**src/rtl/mem_stage_pkg.sv**
```systemverilog
// Shared types and constants for the memory-access pipeline stage.
package mem_stage_pkg;

  localparam int unsigned DSEL_W  = 32;
  localparam int unsigned ALIGN_W = 3;

  localparam logic [DSEL_W-1:0]  DSEL_NONE  = 32'h0;
  localparam logic [ALIGN_W-1:0] ALIGN_MASK = 3'b111;

  localparam logic [0:0] ST_IDLE = 1'b0;
  localparam logic [0:0] ST_WAIT = 1'b1;

  typedef enum logic [0:0] {
    IDLE = ST_IDLE,
    WAIT = ST_WAIT
  } mem_state_e;

  // Control bits carried from the EX->MEM register
  typedef struct packed {
    logic lw;
    logic sw;
    logic beq;
    logic bne;
    logic blt;
    logic bge;
  } mem_ctrl_t;

  function automatic logic is_aligned(input logic [ALIGN_W-1:0] lsb);
    return (lsb & ALIGN_MASK) == ALIGN_W'(0);
  endfunction

endpackage

```
**src/rtl/mem_access_fsm.sv**
```systemverilog
// Data-memory req/ack handshake tracker; owns dmem_req and the pipeline stall.
module mem_access_fsm
  import mem_stage_pkg::*;
(
  input  logic clk,
  input  logic rst_n,
  input  logic issue,
  input  logic ack,
  output logic req,
  output logic stall
);

  logic [0:0] state;
  logic [0:0] state_nxt;

  always_ff @(posedge clk or negedge rst_n) begin
    if (!rst_n) state <= ST_IDLE;
    else        state <= state_nxt;
  end

  // Request is held steady in both states until the memory acks
  always_comb begin
    state_nxt = state;
    req       = rst_n & issue & ((state == ST_IDLE) | (state == ST_WAIT));
    case (state)
      ST_IDLE: if (req && !ack) state_nxt = ST_WAIT;
      ST_WAIT: if (ack)         state_nxt = ST_IDLE;
      default:                  state_nxt = ST_IDLE;
    endcase
  end

  assign stall = req & ~ack;

endmodule

```
**src/rtl/mem_stage.sv**
```systemverilog
// Memory-access pipeline stage: data-memory handshake, branch resolution, MEM->WB register.
// Optional MEM_ALIGN_CHECK_EN suppresses misaligned accesses and adds the misalign flag.
module mem_stage
  import mem_stage_pkg::*;
#(
  parameter int unsigned ADDR_W      = 64,
  parameter int unsigned DATA_W      = 64,
  parameter int unsigned STALL_CNT_W = 32
) (
  input  logic                   clk,
  input  logic                   rst_n,
  input  logic [ADDR_W-1:0]      daddrbus,
  input  logic [DATA_W-1:0]      databus_in,
  input  logic [DSEL_W-1:0]      Dsel_MEM,
  input  logic                   LW_MEM,
  input  logic                   SW_MEM,
  input  logic                   BEQ_MEM,
  input  logic                   BNE_MEM,
  input  logic                   BLT_MEM,
  input  logic                   BGE_MEM,
  input  logic                   zcomp_MEM,
  input  logic                   nzcomp_MEM,
  output logic                   dmem_req,
  output logic                   dmem_we,
  output logic [ADDR_W-1:0]      dmem_addr,
  output logic [DATA_W-1:0]      dmem_wdata,
  input  logic [DATA_W-1:0]      dmem_rdata,
  input  logic                   dmem_ack,
  output logic                   mem_stall,
  output logic                   branch_taken,
  output logic [DSEL_W-1:0]      Dsel_WB,
  output logic [DATA_W-1:0]      wb_data,
`ifdef MEM_ALIGN_CHECK_EN
  output logic                   misalign,
`endif
  output logic [STALL_CNT_W-1:0] stall_cycles
);

  mem_ctrl_t ctrl;
  logic      load;
  logic      store;
  logic      access;
  logic      is_branch;
  logic      aligned;
  logic      issue;

  assign ctrl      = '{lw: LW_MEM, sw: SW_MEM, beq: BEQ_MEM,
                       bne: BNE_MEM, blt: BLT_MEM, bge: BGE_MEM};
  assign load      = ctrl.lw;
  assign store     = ctrl.sw & ~ctrl.lw;
  assign access    = ctrl.lw | ctrl.sw;
  assign is_branch = ctrl.beq | ctrl.bne | ctrl.blt | ctrl.bge;

`ifdef MEM_ALIGN_CHECK_EN
  assign aligned = is_aligned(daddrbus[ALIGN_W-1:0]);
`else
  assign aligned = 1'b1;
`endif

  assign issue = access & aligned;

  mem_access_fsm u_fsm (
    .clk   (clk),
    .rst_n (rst_n),
    .issue (issue),
    .ack   (dmem_ack),
    .req   (dmem_req),
    .stall (mem_stall)
  );

  assign dmem_we    = store;
  assign dmem_addr  = daddrbus;
  assign dmem_wdata = databus_in;

  // Branches resolve only once the stage is free to advance
  assign branch_taken = ~mem_stall &
                        (((ctrl.beq | ctrl.bge) & zcomp_MEM) |
                         ((ctrl.bne | ctrl.blt) & nzcomp_MEM));

  // Stores, branches and suppressed loads produce no writeback
  always_ff @(posedge clk or negedge rst_n) begin
    if (!rst_n) begin
      Dsel_WB <= DSEL_NONE;
      wb_data <= '0;
    end else if (mem_stall) begin
      Dsel_WB <= DSEL_NONE;
    end else begin
      Dsel_WB <= (store | is_branch | (load & ~aligned)) ? DSEL_NONE : Dsel_MEM;
      wb_data <= load ? dmem_rdata : DATA_W'(daddrbus);
    end
  end

  always_ff @(posedge clk or negedge rst_n) begin
    if (!rst_n) begin
      stall_cycles <= '0;
    end else if (mem_stall && (stall_cycles != '1)) begin
      stall_cycles <= stall_cycles + STALL_CNT_W'(1);
    end
  end

`ifdef MEM_ALIGN_CHECK_EN
  always_ff @(posedge clk or negedge rst_n) begin
    if (!rst_n) misalign <= 1'b0;
    else        misalign <= access & ~aligned;
  end
`endif

endmodule

```
**config.mk**
```make
export PLATFORM = sky130hd
export DESIGN_NAME = mem_stage
export DESIGN_NICKNAME = d
export VERILOG_FILES = /design/src/rtl/mem_stage_pkg.sv /design/src/rtl/mem_access_fsm.sv /design/src/rtl/mem_stage.sv
export SDC_FILE = /design/constraint.sdc
export NUM_CORES = 1
export LEC_CHECK = 0
export BUFFER_PORTS_ARGS = -buffer_cell sky130_fd_sc_hd__buf_2
export CORE_AREA = 8 8 186 188
export CTS_CLUSTER_SIZE = 30
export DETAILED_ROUTE_END_ITERATION = 8
export DIE_AREA = 0 0 194 196
export GPL_ROUTABILITY_DRIVEN = 1
export PLACE_DENSITY_LB_ADDON = 0.3
export SLEW_MARGIN = 0
export SYNTH_ARGS = -nofsm -noshare
export SYNTH_HDL_FRONTEND = slang
export SYNTH_SLANG_ARGS = --single-unit
```
**constraint.sdc**
```tcl
create_clock -name clk -period 2.6 [get_ports clk]
set_input_delay 0.39 -clock clk [delete_from_list [all_inputs] [get_ports clk]]
set_output_delay 0.39 -clock clk [all_outputs]
set_load 0.05 [all_outputs]
```
=== After elaboration in Yosys (flattened, before gate mapping) ===
Cells that the tools add are included.

* Register bits: 128
* Bits in latches: 0
* Memory bits (writable): 0
* Memory bits (read-only): 0
* Bits of input ports: 235
* Output and inout port bits: 260
* Word-level logic and storage cells: 26
* Memories kept: 0

* Add/sub/neg operators: 1
* $mul: 0
* Div/mod/pow operators: 0
* Magnitude comparators: 0
* Eq/ne operators: 1
* Shift operators: 0
* Multiplexer cells: 3
* Bitwise logic cells: 17
* Reductions and logical operators: 1

{| class="wikitable"
|+ Operator list
! cell !! number
|-
| 32-bit 2-to-1 mux || 2
|-
| 64-bit 2-to-1 mux || 1
|-
| 32-bit by 1-bit adder with 32-bit output, second input constant || 1
|-
| 32-bit inequality test, second input constant || 1
|-
| 1-bit OR || 8
|-
| 1-bit AND || 6
|-
| 1-bit NOT || 3
|-
| 1-bit logical AND || 1
|}

=== Logic depth before layout (Yosys ltp) ===
Gate-level depths: netlist of run 1.

* Word-level depth: 6
* Depth in mapped cells: 7
* Gate-level depth less buffers: 6

=== By module ===
Synthesis of run 1 repeated with hierarchy kept, for this count alone.

* Cells, all modules: 617
* Area total of the unflattened synthesis: 6,481.2 um2

{| class="wikitable"
|+ By module, submodules not included
! module !! times used !! cells an instance !! area an instance (um2) !! sequential area each (um2)
|-
| mem_stage || 1 || 615 || 6,466.2 || 3,203.1
|-
| mem_access_fsm || 1 || 2 || 15.0 || 0.0
|}

=== Worst setup path before layout of run 1 ===
No wires, ideal clock.

* Path type: input-to-output
* Start: input port LW_MEM
* End: output port branch_taken
* Arrival: 2,670 ps
* Required time: 2,210 ps
* Path slack: -460 ps
* Stages on the path: 6
* Path buffers: 2
* Path through: o21a_1 -> nand2_1 -> inv_1 -> clkbuf_1 -> clkbuf_1 -> a21oi_1

* Longest elaborated chain between the ends: 5

{| class="wikitable"
|+ Ends and longest elaborated chain
! what !! line !! RTL
|-
| start, declared || mem_stage.sv:15 || <nowiki>input logic LW_MEM,</nowiki>
|-
| 1-bit OR || mem_stage.sv:51 || <nowiki>assign access = ctrl.lw | ctrl.sw;</nowiki>
|-
| 1-bit AND || mem_access_fsm.sv:24 || <nowiki>req = rst_n & issue & ((state == ST_IDLE) | (state == ST_WAIT));</nowiki>
|-
| 1-bit AND || mem_access_fsm.sv:32 || <nowiki>assign stall = req & ~ack;</nowiki>
|-
| via mem_stall || mem_stage.sv:29 || <nowiki>output logic mem_stall,</nowiki>
|-
| 1-bit NOT || mem_stage.sv:76 || <nowiki>assign branch_taken = ~mem_stall &</nowiki>
|-
| 1-bit AND || mem_stage.sv:76 ||
|-
| end, declared || mem_stage.sv:30 || <nowiki>output logic branch_taken,</nowiki>
|}

The timed path passes the listed nets, and every way through them passes these cells.

=== Final worst setup path of run 1 ===
* Start: register stall_cycles[0]
* End: register stall_cycles[17]

* Longest elaborated chain between the ends: 2
* Elaborated cells between the ends (all ways): 3
* Classes of those cells: 1 x add/sub; 1 x eq/ne; 1 x reduce/logical

{| class="wikitable"
|+ Ends and longest elaborated chain
! what !! line !! RTL
|-
| start, declared || mem_stage.sv:36 || <nowiki>output logic [STALL_CNT_W-1:0] stall_cycles</nowiki>
|-
| start signal, assigned || mem_stage.sv:97 || <nowiki>stall_cycles <= stall_cycles + STALL_CNT_W'(1);</nowiki>
|-
| parallel branches: the longest is 2 deep, another holds 32-bit by 1-bit adder with 32-bit output || n/a ||
|}

Parallel ways; which one is timed is not known.
A chain may end at the register's enable or synchronous reset.

==> metrics.txt, run 1 <==
CORE AREA=0.0319 mm²; slack of the critical path=~0.48 ns; largest fanout on the critical path=7; H-Tree Depth=4; maximum VDD drop=around 0.00035 V; slowest stage cell, crit path=a211oi_2; Post-Synthesis Cells=616; Fin Clk Skew=between 0.005 and 0.006 ns; relative slew slack=approximately half; Mapped Nets=852; # clock sinks=about 130; vias in the first global route=5438; worst skew pair latency=between 0.4 and 0.5 ns; GRT Total Usage=between 10% and 20%; dpl ws=approximately 0.45 ns; Lkg Pwr=4.43 nW; Final Hold Viols=0; initial antenna violation count=0; Starting Density=between 20% and 30%; Cell variety after synth=32; Tcrit/Tclk final=between 80% and 90%; Final nets=between 1k and 1.5k; Initial DRC Count=167; crit path time final=around 2.1 ns; Die Area=~0.038 mm²; Via Count=between 4k and 5k; HPWL after DPL=between 15000 and 20000 µm; Post-Syn Area=approximately 0.0065 mm²; worst r2r path cells=6; post-DR vias/cell=3.92; largest net degree at the start of global routing=about 130; Die Span Y=about 200 µm; Yosys reg bits=128; maximum clock rate=472 MHz; total routed wirelength=20600 µm; R2R Setup Slk=between 0.4 and 0.5 ns; drc violations=0; CP Capture Type=flip-flop; WL/cell=16.2 µm; register clock-pin slew on the reported worst setup and hold paths=around 0.06 ns; Ports=around 500; MaxCap Viol Count=0; reg2reg end=stall_cycles[17]; ANT cells=0; sequential element share of the synthesized area=between 40% and 50%; slew at the pin with the worst max-slew slack=roughly 0.75 ns; Max Slew Vio Count=0; status=finished clean; grt ovf=0; area grow syn2layout=30.7%; fraction of layout cells with a size suffix above 1=between 40% and 50%; Port Buffers=approximately 370; Crit. Startpoint=stall_cycles[0]; final setup fails=0; Worst Hold Class=input pin to asynchronous set/reset pin; Crit path largest cell delay=0.51 ns; CTS Hold Buffers Added=0; GP Congestion=around 0.78; pwr/cell area=between 700 and 800 mW/mm²; CTS tree=built; DRT Pass-1 Iters=4; synthesis warning total=0; Clock Tree Root=clkbuf_16; Die Wd=194 µm; Avg Cell Area, Syn=between 10 and 15 µm²; Worst Setup Path Type=flip-flop to flip-flop; crit-path cells=ha_1, and3_1, and4_1, a211oi_2, nand3_1, xnor2_1; buffer count from post-CTS setup fixing=0; Resize count post-CTS=0; unrepaired setup endpoints after global routing=no; Clock Path Buffers=2; row count=66; reg2reg start=stall_cycles[0]; first-pass GRT wire length=31300 µm; antenna-violating nets left=0; Required @ worst endpoint=slightly below 3 ns; CP Launch Type=flip-flop; CP Data Arrival Time=about 2.4 ns; setup TNS=0 ns; CTS buffer count=17
layout make-up:
type | instances | area (µm²)
Clock buffer | 21 | 470
Clock inverter | 11 | 128
Fill cell | 3428 | 23400
Inverter | 2 | 10.0
Multi-Input combinational cell | 333 | 2220
Sequential cell | 128 | 3200
Tap cell | 408 | 510
Timing Repair Buffer | 372 | 1920
cell usage after synthesis, drive strengths merged:
cell / count / area [µm²]
o21a: 1 / 7.51
or4: 1 / 7.51
mux2: 1 / 11.3
buf: 136 / 993
inv: 2 / 7.51
nand2: 74 / 278
mux2i: 64 / 641
nor3: 1 / 10.0
o21ai: 66 / 330
ha: 1 / 12.5
a211oi: 2 / 25.0
xnor2: 25 / 219
and3: 16 / 100
nand3: 16 / 85.1
dfrtp: 128 / 3200
xor2: 4 / 35.0
and4: 2 / 17.5
nor4: 1 / 21.3
nand4b: 1 / 8.76
nor4b: 1 / 23.8
nor2b: 1 / 6.26
clkbuf: 17 / 63.8
and2: 37 / 231
a2111oi: 1 / 27.5
a31oi: 2 / 27.5
nand4: 9 / 56.3
nor2: 3 / 11.3
a21oi: 3 / 15.0
how the worst max path moves through the flow:
stage | endpoint | slack [ns]
after floorplan | branch_taken | 0.08
after global placement | stall_cycles[29] | 0.51
after detailed placement | stall_cycles[29] | 0.45
after CTS | stall_cycles[17] | 0.45
after global routing | stall_cycles[25] | 0.26
final | stall_cycles[17] | 0.48
per-stage QoR:
stage / area, µm² / total power, mW / instances / utilization [%] / hold slack, ns
floorplan: 6490 / 3.58 / 616 / - / 0.0944
global placement: 7870 / 3.77 / 1243 / 24.7 / 0.457
detailed placement: 7870 / 3.78 / 1243 / 24.7 / 0.466
CTS: 8460 / 6.29 / 1275 / 26.6 / 0.109
global route: 8460 / 6.45 / 1275 / 26.6 / 0.118
finish: 8460 / 6.15 / 1275 / 26.6 / 0.0424
critical path, delay by kind of cell, from the launching register on:
| kind | cells | cell delay, ns |
|---|---|---|
| AND/OR/NAND/NOR | 3 | 0.70 |
| flip-flops | 1 | 0.42 |
| adder cells (fa/ha/maj) | 1 | 0.22 |
| AO/OA/AOI/OAI | 1 | 0.51 |
| XOR/XNOR | 1 | 0.15 |
registers in the layout, summed over array words and instances (netlist names):
register	count
stall_cycles	32
Dsel_WB	32
wb_data	64
report_power, final:
part,internal (mW),switching [mW]
combinational,0.364,1.11
sequential,2.14,0.0972
clock,1.50,0.941
cells by family (layout without fill, tap and decap cells):
logic type | count (synthesis) | after routing | share of synthesized area (%)
simple gates | 163 | 163 | 13.2
flops | 128 | 128 | 49.5
buf+inv | 155 | 406 | 16.4
fa+ha+maj | 1 | 1 | 0.193
mux | 65 | 65 | 10.1
xor+xnor | 29 | 29 | 3.92
compound gates | 75 | 75 | 6.68
cells in the final DEF (no fill, tap or decap), drive strengths merged, types with 2 or more instances in the layout:
cell type | Yosys | layout
and2 | 37 | 37
o21ai | 66 | 66
a211oi | 2 | 2
a21oi | 3 | 3
clkinv | 0 | 3
nor2 | 3 | 3
xor2 | 4 | 4
a31oi | 2 | 2
and3 | 16 | 16
nand3 | 16 | 16
buf | 136 | 372
nand4 | 9 | 9
nand2 | 74 | 74
dfrtp | 128 | 128
and4 | 2 | 2
inv | 2 | 5
clkbuf | 17 | 21
mux2i | 64 | 64
xnor2 | 25 | 25
clkinvlp | 0 | 3
bufinv | 0 | 2
per-layer routing:
| layer | global-route usage (%) | up-vias | part of all wire (%) |
|---|---|---|---|
| li1 | - | 2412 | - |
| met1 | 11.5 | 2303 | 40 |
| met2 | 17.6 | 253 | 49 |
| met3 | 4.27 | 30 | 8.3 |
| met4 | 4.50 | 0 | 2.2 |
| met5 | 0 | - | 0 |
Note: power is estimated with default switching activity, not from simulation.
==> run 2: changes to the inputs <==
- ABC_AREA: unset -> 1
- CORE_AREA: 8 8 186 188 -> 8 8 188 190
- DIE_AREA: 0 0 194 196 -> 0 0 196 198
- clock period: 2.6 -> 1.8 ns (I/O delays scaled with it)
==> run 2 against run 1 <==
  * Routed wire length up 36%
  * Die area increased by 2.1%
  * Clock skew is 0.0079 ns higher
  * Worst setup slack lost 0.27 ns
  * Sequential share of layout area fell by 3.4 points
  * Register-to-register slack got worse by 0.27 ns
  * Cell count rose by 26%
  * Combinational power up 55%
  * Synthesized cell count is 53% higher
  * Total power grew 55%
  * Sequential cell count stayed put
  * Critical path type unchanged
  * Largest cell class unchanged
==> metrics.txt, run 2 <==
status=finished clean; Post-Place Cells=1578 (+27%); relative slew slack=50.0% (about the same); drc violations=0 (unchanged); largest fanout on the critical path=33 (+26); Lkg Pwr=5.00 nW (+13%); first-pass GRT wire length=41500 µm (+32%); fraction of registers with async set/reset=100% (unchanged); Synth Area in Adders=0.176% (-0.017 points); Crit. Startpoint=stall_cycles[11]; Top FF cell, synth=dfrtp_1; Ports=495 (unchanged); Required @ worst endpoint=2.09 ns (-0.81 ns); most frequent cell after synthesis=nand2_1; Clock Path Buffers=2 (unchanged); Final nets=1426 (+31%); Post-Synth XOR/XNOR Area=1.73% (-2.2 points); dominant cell type by area after synthesis=dfrtp_1; leading cell type in the layout, fill and taps excluded=buf_2; setup TNS=0 ns (unchanged); Die Area=0.0388 mm² (+2.1%); antenna-violating nets left=0 (unchanged); Die Span Y=198 µm (+1.0%); Yosys reg bits=128 (unchanged); area grow syn2layout=31.0%; largest family of logic cells by synthesized area=simple AND/OR/NAND/NOR gates; Post-Synthesis Cells=940 (+53%); post-synth top area share=45.1% (-4.3 points); row count=66 (unchanged); Largest regs=wb_data x64, Dsel_WB x32, stall_cycles x32; CORE AREA=0.0322 mm² (+1.0%); HPWL after DPL=22400 µm (+37%); Port Buffers=366 (unchanged); post-DR vias/cell=4.20 (+7.2%); Worst Setup Path Type=flip-flop to flip-flop; maximum clock rate=630 MHz (+34%); final setup fails=0 (unchanged); worst skew pair latency=0.43 ns (about the same); vias in the first global route=7117 (+31%); Synth area leaders=dfrtp_1 45%, nand2_1 19%, buf_4 14%; CP Data Arrival Time=1.88 ns (-0.54 ns); H-Tree Depth=4 (unchanged); CTS buffer count=17 (unchanged); Mapped Nets=1176 (+38%); mux share of post-synthesis cell area=0% (-10 points); Compound-Gate Fraction of Synth Area=6.17% (-0.52 points); total routed wirelength=28000 µm (+36%); maximum VDD drop=0.000574 V (+64%); fin area=0.00930 mm² (+9.9%); pwr/cell area=1020 mW/mm² (+41%); max reg flops=64 (unchanged); Post-DP Area=0.00862 mm² (+9.5%); Worst Hold Class=input pin to asynchronous set/reset pin; grt ovf=0 (unchanged); register clock-pin slew on the reported worst setup and hold paths=0.07 ns (about the same); CTS tree=built; fraction of layout cells with a size suffix above 1=37.0% (-11 points); CP Capture Type=flip-flop; Tcrit/Tclk final=88.2% (+6.7 points); ANT cells=0 (unchanged); Post-synth EDFFs=0 (unchanged); # clock sinks=128 (unchanged); post-synthesis simple-gate area fraction=29.1% (+16 points); most flop-heavy register=wb_data; Initial DRC Count=254 (+52%); Final Hold Viols=0 (unchanged); Post-Syn Area=0.00710 mm² (+9.6%); most frequent cells in the layout=365 x buf_2, 352 x nand2_1, 149 x nor2_1, 125 x dfrtp_1, 64 x a31oi_1; CP Launch Type=flip-flop; synthesis warning total=0 (unchanged); Cell variety after synth=25 (-22%); Via Count=6767 (+35%); # fillers=3580 (+4.4%); largest net degree at the start of global routing=117 (-9.3%); Max Slew Vio Count=0 (unchanged); buffer count from post-CTS setup fixing=0 (unchanged); Non-Filler Instances=1611 (+26%); slew at the pin with the worst max-slew slack=0.750 ns (+0.000650 ns); Die Wd=196 µm (+1.0%); WL/cell=17.4 µm (+7.5%); GP Congestion=0.827 (+6.6%); crit path time final=1.59 ns (-0.532 ns); Clock Tree Root=clkbuf_16; reg2reg start=stall_cycles[11]; unrepaired setup endpoints after global routing=no; Commonest cells post-synth=352 x nand2_1, 149 x nor2_1, 130 x buf_4; DRT Pass-1 Iters=6 (+2); MaxCap Viol Count=0 (unchanged); Avg Cell Area, Syn=7.55 µm² (-28%); initial antenna violation count=0 (unchanged); Starting Density=22.0% (+1.7 points); Fin Clk Skew=0.0138 ns (+0.00789 ns); sequential element share of the synthesized area=45.1% (-4.3 points); GRT Total Usage=13.9% (+3.5 points)
==> run 2: where the power goes <==
part           internal, mW  total, mW  leakage, nW  switching (mW)
Combinational         0.566       2.28         3.04            1.72
Sequential             3.08       3.23         1.63           0.142
Clock                  2.58       4.00        0.323            1.42
Total                  6.23       9.51         5.00            3.28
==> run 2: cell type report <==
type	count	area (µm²)	share of cell area, %
flip-flops and latches	128	3210	34.5
clock inverters	12	205	2.21
well taps	408	510	5.49
inverters	28	108	1.16
multi-input cells	617	2660	28.6
clock buffers	20	467	5.02
repair buffers	398	2140	23.0
==> run 2: logic make-up after synthesis <==
group                      after synthesis
xor gates and xnor gates                14
DFF                                    128
AOI/OAI and AO/OA                       71
buffers and inverters                  195
and+or+nand+nor                        531
adders and majority gates                1
==> run 2: timing repair <==
item                                   in CTS  in global routing
endpoints found under the hold margin      33                  0
hold buffers                                1                  0
gates resized for setup                     0                  0
==> run 2: worst max-delay path, stage by stage, from the launching register on <==
cell	delay [ns]
dfrtp_1	0.46
nand2_1	0.13
nor2_1	0.16
nand2_1	0.11
nor2_4	0.12
nand2_2	0.08
nand2_4	0.09
buf_12	0.19
o21ai_0	0.10
==> run 2: path summary, 6_finish.rpt <==
check,end,slack (ns),cells after the start
setup reg to reg,stall_cycles[6],0.21,8
max in group asynchronous,wb_data[23],0.82,3
setup / recovery,stall_cycles[6],0.21,8
hold / removal,wb_data[5],0.06,2
hold reg to reg,wb_data[17],0.54,2
min in group clk,Dsel_WB[21],0.07,3
==> run 2: per-layer routing <==
| layer | track usage [%] | wire (µm) |
|---|---|---|
| met3 | 5.14 | 2170 |
| met4 | 3.14 | 250 |
| met2 | 22.6 | 13400 |
| met5 | 0 | 0 |
| met1 | 17.4 | 12200 |
==> run 2: through the flow <==
stage / total power, mW / hold slack (ns) / util, % / worst slack [ns]
floorplan: 5.23 / -0.0256 / - / 0.00686
global placement: 5.58 / 0.447 / 26.8 / 0.203
detailed placement: 5.60 / 0.451 / 26.8 / 0.226
CTS: 9.67 / 0.0443 / 28.9 / 0.200
global route: 9.92 / 0.0446 / 28.9 / 0.0435
finish: 9.51 / 0.0625 / 28.9 / 0.212
